==> config.mk <==
export PLATFORM = sky130hd
export DESIGN_NAME = tick_receiver
export DESIGN_NICKNAME = d
export VERILOG_FILES = /design/src/rtl/tick_receiver.sv
export SDC_FILE = /design/constraint.sdc
export NUM_CORES = 1
export LEC_CHECK = 0
export CAP_MARGIN = 30
export CORE_ASPECT_RATIO = 1.5
export CORE_MARGIN = 2
export CORE_UTILIZATION = 40
export CTS_CLUSTER_SIZE = 12
export DETAILED_ROUTE_END_ITERATION = 7
export HOLD_SLACK_MARGIN = 0.08
export PLACE_DENSITY_LB_ADDON = 0.25
export SLEW_MARGIN = 0
export SYNTH_ARGS = -nofsm -noshare
export SYNTH_HDL_FRONTEND = slang
export SYNTH_SLANG_ARGS = --single-unit
==> constraint.sdc <==
create_clock -name clk -period 4.8 [get_ports clk]
set_input_delay 0.96 -clock clk [delete_from_list [all_inputs] [get_ports clk]]
set_output_delay 0.96 -clock clk [all_outputs]
set_load 0.03 [all_outputs]
==> src/rtl/tick_receiver.sv <==
// tick_receiver: turns free-running divided tick square waves into one-cycle clk-domain
// enables, with per-channel stall watchdog. Optional period readout: TICK_PERIOD_CAPTURE_EN.
module tick_receiver #(
    parameter int NCH     = 4,
    parameter int CNT_W   = 27,
    parameter int TIMEOUT = 120_000_000
) (
    input  logic             clk,
    input  logic             rst_n,
    input  logic [NCH-1:0]   tick_in,
    output logic [NCH-1:0]   tick_en,
    output logic [NCH-1:0]   stall
`ifdef TICK_PERIOD_CAPTURE_EN
    ,
    input  logic [1:0]       sel,
    output logic [CNT_W-1:0] period,
    output logic             period_vld
`endif
);
    localparam logic [CNT_W-1:0] CNT_MAX  = '1;
    localparam logic [CNT_W-1:0] STALL_AT = CNT_W'(TIMEOUT - 1);

    logic [NCH-1:0]   s1, s2, p, edge_det;
    logic [1:0]       warm;
    logic             primed;
    logic [CNT_W-1:0] cnt [NCH];

    function automatic logic [CNT_W-1:0] sat_inc(input logic [CNT_W-1:0] v);
        return (v == CNT_MAX) ? CNT_MAX : v + CNT_W'(1);
    endfunction

    // Until the synchronizer has filled, p tracks s2's source so a level that is
    // already high at reset release is absorbed instead of reported as an edge.
    assign primed = (warm == 2'd2);

    always_ff @(posedge clk or negedge rst_n) begin
        if (!rst_n) begin
            warm <= 2'd0;
        end else if (!primed) begin
            warm <= warm + 2'd1;
        end
    end

    always_ff @(posedge clk or negedge rst_n) begin
        if (!rst_n) begin
            s1      <= '0;
            s2      <= '0;
            p       <= '0;
            tick_en <= '0;
        end else begin
            s1      <= tick_in;
            s2      <= s1;
            p       <= primed ? s2 : s1;
            tick_en <= edge_det;
        end
    end

    assign edge_det = s2 & ~p;

    // An edge on the timeout cycle wins: counter and stall both clear.
    always_ff @(posedge clk or negedge rst_n) begin
        if (!rst_n) begin
            stall <= '0;
            for (int i = 0; i < NCH; i++) cnt[i] <= '0;
        end else begin
            for (int i = 0; i < NCH; i++) begin
                if (edge_det[i]) begin
                    cnt[i]   <= '0;
                    stall[i] <= 1'b0;
                end else begin
                    cnt[i] <= sat_inc(cnt[i]);
                    if (cnt[i] == STALL_AT) stall[i] <= 1'b1;
                end
            end
        end
    end

`ifdef TICK_PERIOD_CAPTURE_EN
    logic [CNT_W-1:0] per_q [NCH];
    logic [CNT_W-1:0] per_d [NCH];
    logic [NCH-1:0]   seen, vld_q, vld_d;

    // Readout mux looks at next-state values so period lands with tick_en.
    always_comb begin
        for (int i = 0; i < NCH; i++) begin
            per_d[i] = edge_det[i] ? sat_inc(cnt[i]) : per_q[i];
        end
        vld_d = vld_q | (edge_det & seen);
    end

    always_ff @(posedge clk or negedge rst_n) begin
        if (!rst_n) begin
            seen       <= '0;
            vld_q      <= '0;
            period     <= '0;
            period_vld <= 1'b0;
            for (int i = 0; i < NCH; i++) per_q[i] <= '0;
        end else begin
            seen       <= seen | edge_det;
            vld_q      <= vld_d;
            period     <= per_d[sel];
            period_vld <= vld_d[sel];
            for (int i = 0; i < NCH; i++) per_q[i] <= per_d[i];
        end
    end
`endif

endmodule

==> impl_metrics.env, run 1 <==
export IMPL_outcome="finished clean"
export IMPL_fp_dieArea_um2=17400
export IMPL_timing_critical_path_max_delay_family="buffers and inverters"
export IMPL_setup_worst_path_class="reg -> out"
export IMPL_starting_density_of_the_core_pct=40.5
export IMPL_startpoint_type="flip-flop"
export IMPL_ant_nets=0
export IMPL_gr_usage_all_layers_pct=15.8
export IMPL_cts_hold_buf=0
export IMPL_post_drt_via_cell_ratio=5.38
export IMPL_dieHeight_um=161
export IMPL_place_hpwl_um=8260
export IMPL_worst_rel_slew_slack_pct=55.8
export IMPL_yosysWarningCount=0
export IMPL_clk_latency_ns=0.40
export IMPL_postSynthCellCount=614
export IMPL_drt_drc_violations_left=0
export IMPL_clock_tree_htree_level_count=4
export IMPL_synth_edf_count=0
export IMPL_post_synthesis_net_count=625
export IMPL_wire_per_inst_um=14.8
export IMPL_synthesis_area_um2=6530
export IMPL_total_leakage_power_nw=3.03
export IMPL_switching_share_pct=23.8
export IMPL_dpl_cell_area_um2=6850
export IMPL_p_per_area_nw_per_um2=349
export IMPL_timing_critical_path_arrival_ns=1.44
export IMPL_port_buffers=13
export IMPL_tritoncts_num_sinks=130
export IMPL_global_route_overflow_total=0
export IMPL_drive_above_1_share_pct=18.7
export IMPL_cp_slowest_stage_delay_ns=0.68
export IMPL_max_clock_freq_ghz=0.416
export IMPL_cp_end_kind="primary output"
export IMPL_crit_path_cell_trace="clkdlybuf4s50_1"
export IMPL_postSynth_asyncResetShare_pct=100
export IMPL_syn_avg_cell_area_um2=10.6
export IMPL_worst_setup_skew_after_layout_ns=0.0122
export IMPL_buffer_depth_of_the_longest_clock_path=2
export IMPL_internal_power_mw=1.98
export IMPL_grt_antenna_before_repair=0
export IMPL_tightest_slew_ns=0.658
export IMPL_power_share_sequential_pct=46.4
export IMPL_vias_in_the_first_global_route=4618
export IMPL_fp_dieW_um=108
export IMPL_stdcell_area_um2=7420
export IMPL_cts_buffers=17
export IMPL_critical_path_buf_inv_count=1
export IMPL_unrepaired_setup_endpoints_after_global_routing="false"
export IMPL_tritoncts="yes"
export IMPL_ff_latch_count_synth=130
export IMPL_power_switching_mw=0.618
export IMPL_timing_max_cap_violations=0
export IMPL_layout_min_cycle_time_ns=2.40
export IMPL_timing_critical_path_required_ns=3.84
export IMPL_pin_count_of_the_biggest_net_entering_global_routing=66
export IMPL_detail_route_wirelength_um=12500
export IMPL_power_ir_vdd_worst_uv=304
export IMPL_post_cts_resized_instances=0
export IMPL_fp_coreArea_um2=16100
export IMPL_yosys_cell_types_count=46
export IMPL_design_portCount=14
export IMPL_timing_setup_tns_ns=0
export IMPL_drt_initial_drc_count=244
export IMPL_place_congestion=0.795
export IMPL_post_cts_setup_buffers=0
export IMPL_maxSlewViolCount=0
export IMPL_first_pass_iters=4
export IMPL_rr_startpoint="cnt[81]"
export IMPL_report_final_hold_viol_count=0
export IMPL_hold_path_startpoint="s1[0]"
export IMPL_grt_pass1_wl_um=22200
export IMPL_clk_pin_slew_ns=0.06
export IMPL_post_route_period_util_pct=50.0
export IMPL_report_final_setup_viol=0
export IMPL_routed_via_count=4540
export IMPL_synth_yosys_seq_area_share_pct=49.8
export IMPL_placement_rows=57
export IMPL_min_path_type="reg -> reg"
export IMPL_finish_net_count=636
export IMPL_share_comb_of_total_power_pct=6.2
export IMPL_cp_startpoint="stall[1]"
export IMPL_path_max_fanout=2
export IMPL_layout_area_overhead_vs_synth_pct=13.6
export IMPL_critPathSlowestCell="sky130_fd_sc_hd__clkdlybuf4s50_1"
export IMPL_num_antenna_cells=0
export IMPL_ctsRootBufferMaster="sky130_fd_sc_hd__clkbuf_16"
export IMPL_p_clk_share_pct=47.3
export IMPL_synth_main_ff_cell="sky130_fd_sc_hd__dfrtp_1"
==> cells in the mapped netlist, types with 11 or more instances <==
master / number / area share, %
sky130_fd_sc_hd__dfrtp_1: 130 / 50
sky130_fd_sc_hd__a21oi_1: 61 / 4.7
sky130_fd_sc_hd__nand2_1: 46 / 2.6
sky130_fd_sc_hd__xnor2_1: 44 / 5.9
sky130_fd_sc_hd__a21oi_2: 41 / 5.5
sky130_fd_sc_hd__xor2_1: 39 / 5.2
sky130_fd_sc_hd__nor2_1: 31 / 1.8
sky130_fd_sc_hd__nand3_1: 28 / 2.1
sky130_fd_sc_hd__nand4_1: 23 / 2.2
sky130_fd_sc_hd__and3_1: 17 / 1.6
sky130_fd_sc_hd__nor3_1: 14 / 1.1
sky130_fd_sc_hd__clkbuf_1: 13 / 0.75
sky130_fd_sc_hd__inv_1: 13 / 0.75
sky130_fd_sc_hd__a31oi_1: 11 / 1.1
sky130_fd_sc_hd__and4_1: 11 / 1.5
==> flip-flops by register name (all words and copies together) (netlist names) <==
signal,flops
cnt,108
p,4
s1,4
s2,4
stall,4
tick_en,4
warm,2
==> cells by family (layout without fill, tap and decap cells) <==
logic type / count (synthesis) / after routing / synth area share (%)
compound gates: 123 / 123 / 12.5
mux: 5 / 5 / 0.843
flops: 130 / 130 / 49.8
simple gates: 226 / 226 / 21.6
xor+xnor: 83 / 83 / 11.1
fa+ha+maj: 5 / 5 / 0.957
buf+inv: 42 / 66 / 3.16
==> layer usage <==
metal | share of wire [%] | track usage, %
met5 | 0 | 0
met4 | 1.5 | 5.30
met3 | 1.6 | 3.17
met2 | 52 | 27.1
met1 | 44 | 19.6
==> path summary, 6_finish.rpt <==
check	to	slack, ns	cells past startpoint
min reg2reg	s2[0]	0.37	0
max reg2reg	cnt[82]	2.48	6
max in group asynchronous	cnt[64]	3.39	3
max	stall[1]	2.40	1
min in group asynchronous	stall[2]	0.43	1
min	s2[0]	0.37	0
==> placed cells by master, fill, tap and decap left out, types with 5 or more instances in the layout <==
master and count:
sky130_fd_sc_hd__xnor2_1 44, sky130_fd_sc_hd__a21oi_2 41, sky130_fd_sc_hd__a21oi_1 61, sky130_fd_sc_hd__a31oi_1 11, sky130_fd_sc_hd__nor4_1 9, sky130_fd_sc_hd__nor4_2 5, sky130_fd_sc_hd__nand3_1 28, sky130_fd_sc_hd__nor3_1 14
sky130_fd_sc_hd__inv_1 13, sky130_fd_sc_hd__nand2_1 46, sky130_fd_sc_hd__nand4_1 23, sky130_fd_sc_hd__nor4b_1 5, sky130_fd_sc_hd__xor2_1 39, sky130_fd_sc_hd__ha_1 5, sky130_fd_sc_hd__and3_1 17, sky130_fd_sc_hd__or2_2 5
sky130_fd_sc_hd__and4_1 11, sky130_fd_sc_hd__nor2_1 31, sky130_fd_sc_hd__buf_4 8, sky130_fd_sc_hd__clkbuf_16 17, sky130_fd_sc_hd__clkdlybuf4s50_1 12, sky130_fd_sc_hd__dfrtp_1 130
==> final cells by class <==
class,count,area [um^2]
Timing Repair Buffer,21,208
Sequential cell,130,3250
Clock inverter,11,105
Multi-Input combinational cell,442,3080
Fill cell,1544,8690
Inverter,13,48.8
Tap cell,206,258
Clock buffer,21,470
==> stage by stage <==
step / power, mW / setup slack, ns / hold WS, ns / util, % / std cells
final: 2.59 / 2.40 / 0.370 / 46.1 / 844
after global routing: 2.72 / 2.22 / 0.385 / 46.1 / 844
after CTS: 2.63 / 2.37 / 0.373 / 46.1 / 844
after detailed placement: 1.39 / 2.48 / 0.360 / 42.5 / 812
after global placement: 1.37 / 2.59 / 0.356 / 42.3 / 811
after floorplan: 1.32 / 3.00 / 0.350 / - / 614
==> power groups by stage <==
stage	clock network, mW	logic, mW	registers [mW]
floorplan	0	0.109	1.21
global placement	0	0.155	1.22
detailed placement	0	0.165	1.22
CTS	1.26	0.166	1.20
global route	1.32	0.187	1.21
finish	1.23	0.162	1.20
No activity file was read; power rests on OpenSTA's default activity.
==> run 2, diff against run 1 <==
clock period = 2.2 ns   (was 4.8 ns; I/O delays follow)
==> impl_metrics.env, run 2 (synthesized netlist as in run 1, its figures left out) <==
export IMPL_vias_in_the_first_global_route=4880
export IMPL_timing_reg2reg_setup_slack_ns=0.21
export IMPL_dpl_cell_area_um2=6990
export IMPL_worst_rel_slew_slack_pct=64.8
export IMPL_fp_coreArea_um2=16100
export IMPL_design_portCount=14
export IMPL_timing_setup_tns_ns=0
export IMPL_post_route_period_util_pct=90.4
export IMPL_worst_setup_skew_after_layout_ns=0.00953
export IMPL_num_antenna_cells=0
export IMPL_timing_max_cap_violations=0
export IMPL_hold_path_startpoint="s1[1]"
export IMPL_regMostFlops="cnt"
export IMPL_p_per_area_nw_per_um2=794
export IMPL_post_drt_via_cell_ratio=5.47
export IMPL_worst_r2r_path_depth=7
export IMPL_total_leakage_power_nw=3.17
export IMPL_internal_power_mw=4.72
export IMPL_cp_end_kind="flip-flop"
export IMPL_timing_critical_path_max_delay_family="simple AND/OR/NAND/NOR gates"
export IMPL_power_ir_vdd_worst_uv=485
export IMPL_clk_pin_slew_ns=0.05
export IMPL_crit_path_cell_trace="ha_1 > nand4_1 > buf_4 > nor4_2 > nand3_1 > xor2_1 > a21oi_1"
export IMPL_layout_area_overhead_vs_synth_pct=17.4
export IMPL_wire_per_inst_um=15.3
export IMPL_global_route_overflow_total=0
export IMPL_maxSlewViolCount=0
export IMPL_place_hpwl_um=8760
export IMPL_layout_commonest_cell="sky130_fd_sc_hd__dfrtp_1"
export IMPL_fp_dieArea_um2=17400
export IMPL_power_switching_mw=1.36
export IMPL_tritoncts="yes"
export IMPL_worst_hold_path_endpoint="s2[1]"
export IMPL_largest_register_ffs=108
export IMPL_hold_worst_slack_ns=0.371
export IMPL_rr_startpoint="cnt[27]"
export IMPL_min_path_type="reg -> reg"
export IMPL_regArea_um2=3250
export IMPL_grt_antenna_before_repair=0
export IMPL_clock_tree_htree_level_count=4
export IMPL_path_max_fanout=4
export IMPL_critical_path_reg2reg_endpoint="cnt[45]"
export IMPL_report_final_hold_viol_count=0
export IMPL_first_pass_iters=4
export IMPL_placement_rows=57
export IMPL_port_buffers=13
export IMPL_post_cts_setup_buffers=0
export IMPL_share_comb_of_total_power_pct=6.0
export IMPL_drt_drc_violations_left=0
export IMPL_tritoncts_num_sinks=130
export IMPL_detail_route_wirelength_um=13100
export IMPL_ant_nets=0
export IMPL_timing_critical_path_required_ns=2.52
export IMPL_hold_depth=0
export IMPL_routed_via_count=4695
export IMPL_drt_initial_drc_count=292
export IMPL_switching_share_pct=22.4
export IMPL_grt_pass1_wl_um=23100
export IMPL_starting_density_of_the_core_pct=40.5
export IMPL_power_share_sequential_pct=43.1
export IMPL_clk_latency_ns=0.40
export IMPL_multi_input_area_um2=3100
export IMPL_buffer_depth_of_the_longest_clock_path=2
export IMPL_max_clock_freq_ghz=0.503
export IMPL_layout_min_cycle_time_ns=1.99
export IMPL_placed_cells_incl_taps=825
export IMPL_pin_count_of_the_biggest_net_entering_global_routing=35
export IMPL_timing_critical_path_arrival_ns=2.31
export IMPL_critical_path_buf_inv_count=1
export IMPL_finish_net_count=651
export IMPL_tightest_slew_ns=0.523
export IMPL_fp_dieW_um=108
export IMPL_report_final_setup_viol=0
export IMPL_setup_worst_path_class="reg -> reg"
export IMPL_stdcell_area_um2=7670
export IMPL_unrepaired_setup_endpoints_after_global_routing="false"
export IMPL_outcome="finished clean"
export IMPL_cp_slowest_stage_delay_ns=0.50
export IMPL_place_congestion=0.810
export IMPL_cts_buffers=17
export IMPL_layout_filler_cells=1502
export IMPL_ctsRootBufferMaster="sky130_fd_sc_hd__clkbuf_16"
export IMPL_commonest_cells_after_routing_fill_and_taps_aside="130 x sky130_fd_sc_hd__dfrtp_1, 61 x sky130_fd_sc_hd__a21oi_1, 46 x sky130_fd_sc_hd__nand2_1"
export IMPL_startpoint_type="flip-flop"
export IMPL_final_instance_count_excl_fill=859
export IMPL_drive_above_1_share_pct=20.2
export IMPL_dieHeight_um=161
export IMPL_critPathSlowestCell="sky130_fd_sc_hd__nor4_2"
export IMPL_p_clk_share_pct=50.9
export IMPL_gr_usage_all_layers_pct=16.3
-- run 2: cell types whose count changed in the layout (fill, tap and decap cells not counted), sizes merged --
cell,change
clkinv,-3
inv,+1
buf,+13
clkbuf,-1
bufinv,+4
nand4,+1
clkinvlp,-1
dlygate4sd3,+1
-- run 2: layer usage --
layer	wire length [um]	up-vias	global-route usage [%]
met5	0	-	0
met4	231	0	5.01
met3	270	16	3.13
met2	6980	54	28.9
met1	5660	2378	19.7
li1	-	2247	-
-- run 2: power by group through the flow --
| stage | registers [mW] | logic (mW) | clock network [mW] |
|---|---|---|---|
| 2_1_floorplan | 2.65 | 0.237 | 0 |
| 3_3_place_gp | 2.66 | 0.358 | 0 |
| 3_5_place_dp | 2.66 | 0.373 | 0 |
| 4_1_cts | 2.62 | 0.375 | 3.16 |
| 5_1_grt | 2.64 | 0.415 | 3.29 |
| 6_report | 2.62 | 0.365 | 3.10 |
-- run 2: final cells by class --
type                    instances  area share (%)
multi-input cells             443            40.5
clock inverters                12            2.66
inverters                      13           0.636
clock buffers                  20            5.82
flip-flops and latches        130            42.4
repair buffers                 35            4.66
well taps                     206            3.36
-- run 2: how the worst max path moves through the flow --
stage | startpoint | endpoint | slack [ns] | depth (start not counted)
after floorplan | cnt[27] | cnt[44] | 0.40 | 7
after global placement | cnt[81] | cnt[81] | 0.29 | 7
after detailed placement | cnt[27] | cnt[28] | 0.17 | 6
after CTS | cnt[27] | cnt[28] | 0.15 | 6
after global routing | cnt[81] | cnt[81] | 0.07 | 7
final | cnt[27] | cnt[45] | 0.21 | 7
-- run 2: stage by stage --
step                total power [mW]  utilization, %  setup slack (ns)
floorplan                       2.88               -             0.402
global placement                3.01            43.4             0.288
detailed placement              3.04            43.4             0.167
CTS                             6.16            47.5             0.145
global route                    6.35            47.6            0.0672
finish                          6.09            47.6             0.212
-- run 2: worst reg2reg max path: stages (launching register included) --
cell and delay [ns]:
sky130_fd_sc_hd__dfrtp_1 0.38, sky130_fd_sc_hd__ha_1 0.22, sky130_fd_sc_hd__nand4_1 0.15, sky130_fd_sc_hd__buf_4 0.18
sky130_fd_sc_hd__nor4_2 0.50, sky130_fd_sc_hd__nand3_1 0.16, sky130_fd_sc_hd__xor2_1 0.16, sky130_fd_sc_hd__a21oi_1 0.14
-- run 2: what timing repair did --
item	4_1_cts	5_1_grt
setup endpoints to repair	0	2
resized for setup	0	1
hold endpoints to repair	29	0
hold buffers	1	0
==> run 3, diff against run 2 <==
RECOVER_POWER = 100   (was unset)
SKIP_CTS_REPAIR_TIMING = 1   (was unset)
TNS_END_PERCENT = 100   (was unset)
==> impl_metrics.env, run 3 (synthesized netlist as in run 1, its figures left out) <==
export IMPL_post_route_period_util_pct=92.4
export IMPL_timing_critical_path_required_ns=2.43
export IMPL_min_path_type="reg -> reg"
export IMPL_power_ir_vdd_worst_uv=487
export IMPL_pin_count_of_the_biggest_net_entering_global_routing=35
export IMPL_worst_setup_skew_after_layout_ns=0.00997
export IMPL_ctsRootBufferMaster="sky130_fd_sc_hd__clkbuf_16"
export IMPL_p_total_mw=6.06
export IMPL_max_clock_freq_ghz=0.492
export IMPL_layout_area_overhead_vs_synth_pct=13.8
export IMPL_port_buffers=13
export IMPL_tritoncts="yes"
export IMPL_fp_dieW_um=108
export IMPL_layout_min_cycle_time_ns=2.03
export IMPL_wire_per_inst_um=15.2
export IMPL_worst_r2r_path_depth=7
export IMPL_tritoncts_num_sinks=130
export IMPL_clock_tree_htree_level_count=4
export IMPL_regMostFlops="cnt"
export IMPL_unrepaired_setup_endpoints_after_global_routing="false"
export IMPL_regArea_um2=3250
export IMPL_timing_reg2reg_setup_slack_ns=0.17
export IMPL_report_final_hold_viol_count=0
export IMPL_finish_net_count=651
export IMPL_tightest_slew_ns=1.32
export IMPL_buffer_depth_of_the_longest_clock_path=2
export IMPL_timing_setup_tns_ns=0
export IMPL_worst_rel_slew_slack_pct=12.3
export IMPL_outcome="finished clean"
export IMPL_layout_commonest_cell="sky130_fd_sc_hd__dfrtp_1"
export IMPL_stdcell_area_um2=7430
export IMPL_largest_register_ffs=108
export IMPL_gr_usage_all_layers_pct=16.3
export IMPL_dpl_cell_area_um2=6990
export IMPL_commonest_cells_after_routing_fill_and_taps_aside="130 x sky130_fd_sc_hd__dfrtp_1, 94 x sky130_fd_sc_hd__a21oi_1, 46 x sky130_fd_sc_hd__nand2_1"
export IMPL_multi_input_area_um2=2960
export IMPL_clk_latency_ns=0.40
export IMPL_drt_drc_violations_left=0
export IMPL_path_max_fanout=4
export IMPL_placed_cells_incl_taps=825
export IMPL_dp_slack_ns=0.167
export IMPL_place_hpwl_um=8760
export IMPL_maxSlewViolCount=0
export IMPL_fp_coreArea_um2=16100
export IMPL_hold_worst_slack_ns=0.370
export IMPL_vias_in_the_first_global_route=4875
export IMPL_dieHeight_um=161
export IMPL_detail_route_wirelength_um=13100
export IMPL_final_instance_count_excl_fill=859
export IMPL_fp_dieArea_um2=17400
export IMPL_routed_via_count=4674
export IMPL_grt_antenna_before_repair=0
export IMPL_total_leakage_power_nw=3.12
export IMPL_starting_density_of_the_core_pct=40.5
export IMPL_global_route_overflow_total=0
export IMPL_cp_end_kind="flip-flop"
export IMPL_ant_nets=0
export IMPL_cts_buffers=17
export IMPL_design_portCount=14
export IMPL_drt_initial_drc_count=219
export IMPL_drive_above_1_share_pct=14.1
export IMPL_place_congestion=0.810
export IMPL_startpoint_type="flip-flop"
export IMPL_setup_worst_path_class="reg -> reg"
export IMPL_clk_pin_slew_ns=0.06
export IMPL_report_final_setup_viol=0
export IMPL_hold_depth=0
export IMPL_final_core_util_pct=46.1
export IMPL_placement_rows=57
export IMPL_post_drt_via_cell_ratio=5.44
export IMPL_num_antenna_cells=0
export IMPL_timing_critical_path_arrival_ns=2.26
export IMPL_setup_ws_ns=0.167
export IMPL_grt_pass1_wl_um=23100
export IMPL_p_per_area_nw_per_um2=815
export IMPL_first_pass_iters=4
export IMPL_timing_max_cap_violations=0
export IMPL_layout_filler_cells=1569
[run 3: cell types whose count changed in the layout (fill, tap and decap cells not counted), sizes merged]
cell / before / now
clkdlybuf4s50: 12 / 0
clkbuf: 20 / 33
buf: 22 / 9
dlygate4sd3: 1 / 13
[run 3: worst paths after layout]
kind | startpoint | end
worst max-delay path | cnt[27] | cnt[47]
worst min-delay path | s1[0] | s2[0]
worst max register to register | cnt[27] | cnt[47]
worst min register to register | s1[0] | s2[0]
max in group asynchronous | rst_n | cnt[56]
min in group asynchronous | rst_n | cnt[42]
[run 3: cell type report]
type                    count  area share (%)
flip-flops and latches    130            43.8
inverters                  13           0.656
well taps                 206            3.47
repair buffers             35            3.50
multi-input cells         443            39.9
clock inverters            12            2.74
clock buffers              20            6.01
[run 3: routing by layer]
layer | vias to the layer above | track usage, % | wire length, um
li1 | 2250 | - | -
met1 | 2365 | 19.7 | 5540
met2 | 46 | 28.9 | 7080
met3 | 13 | 3.13 | 263
met4 | 0 | 5.01 | 194
met5 | - | 0 | 0
[run 3: where the power goes]
group          total (mW)  switching (mW)  internal [mW]
logic               0.334           0.187          0.147
clock network        3.10            1.05           2.05
registers            2.62           0.116           2.51
total                6.06            1.36           4.70
[run 3: critical path, cell delays in order (launching register included)]
cell	delay (ns)
sky130_fd_sc_hd__dfrtp_1	0.38
sky130_fd_sc_hd__ha_1	0.23
sky130_fd_sc_hd__nand4_1	0.15
sky130_fd_sc_hd__buf_4	0.18
sky130_fd_sc_hd__nor4_2	0.49
sky130_fd_sc_hd__nand3_1	0.16
sky130_fd_sc_hd__xor2_1	0.17
sky130_fd_sc_hd__a21oi_1	0.08
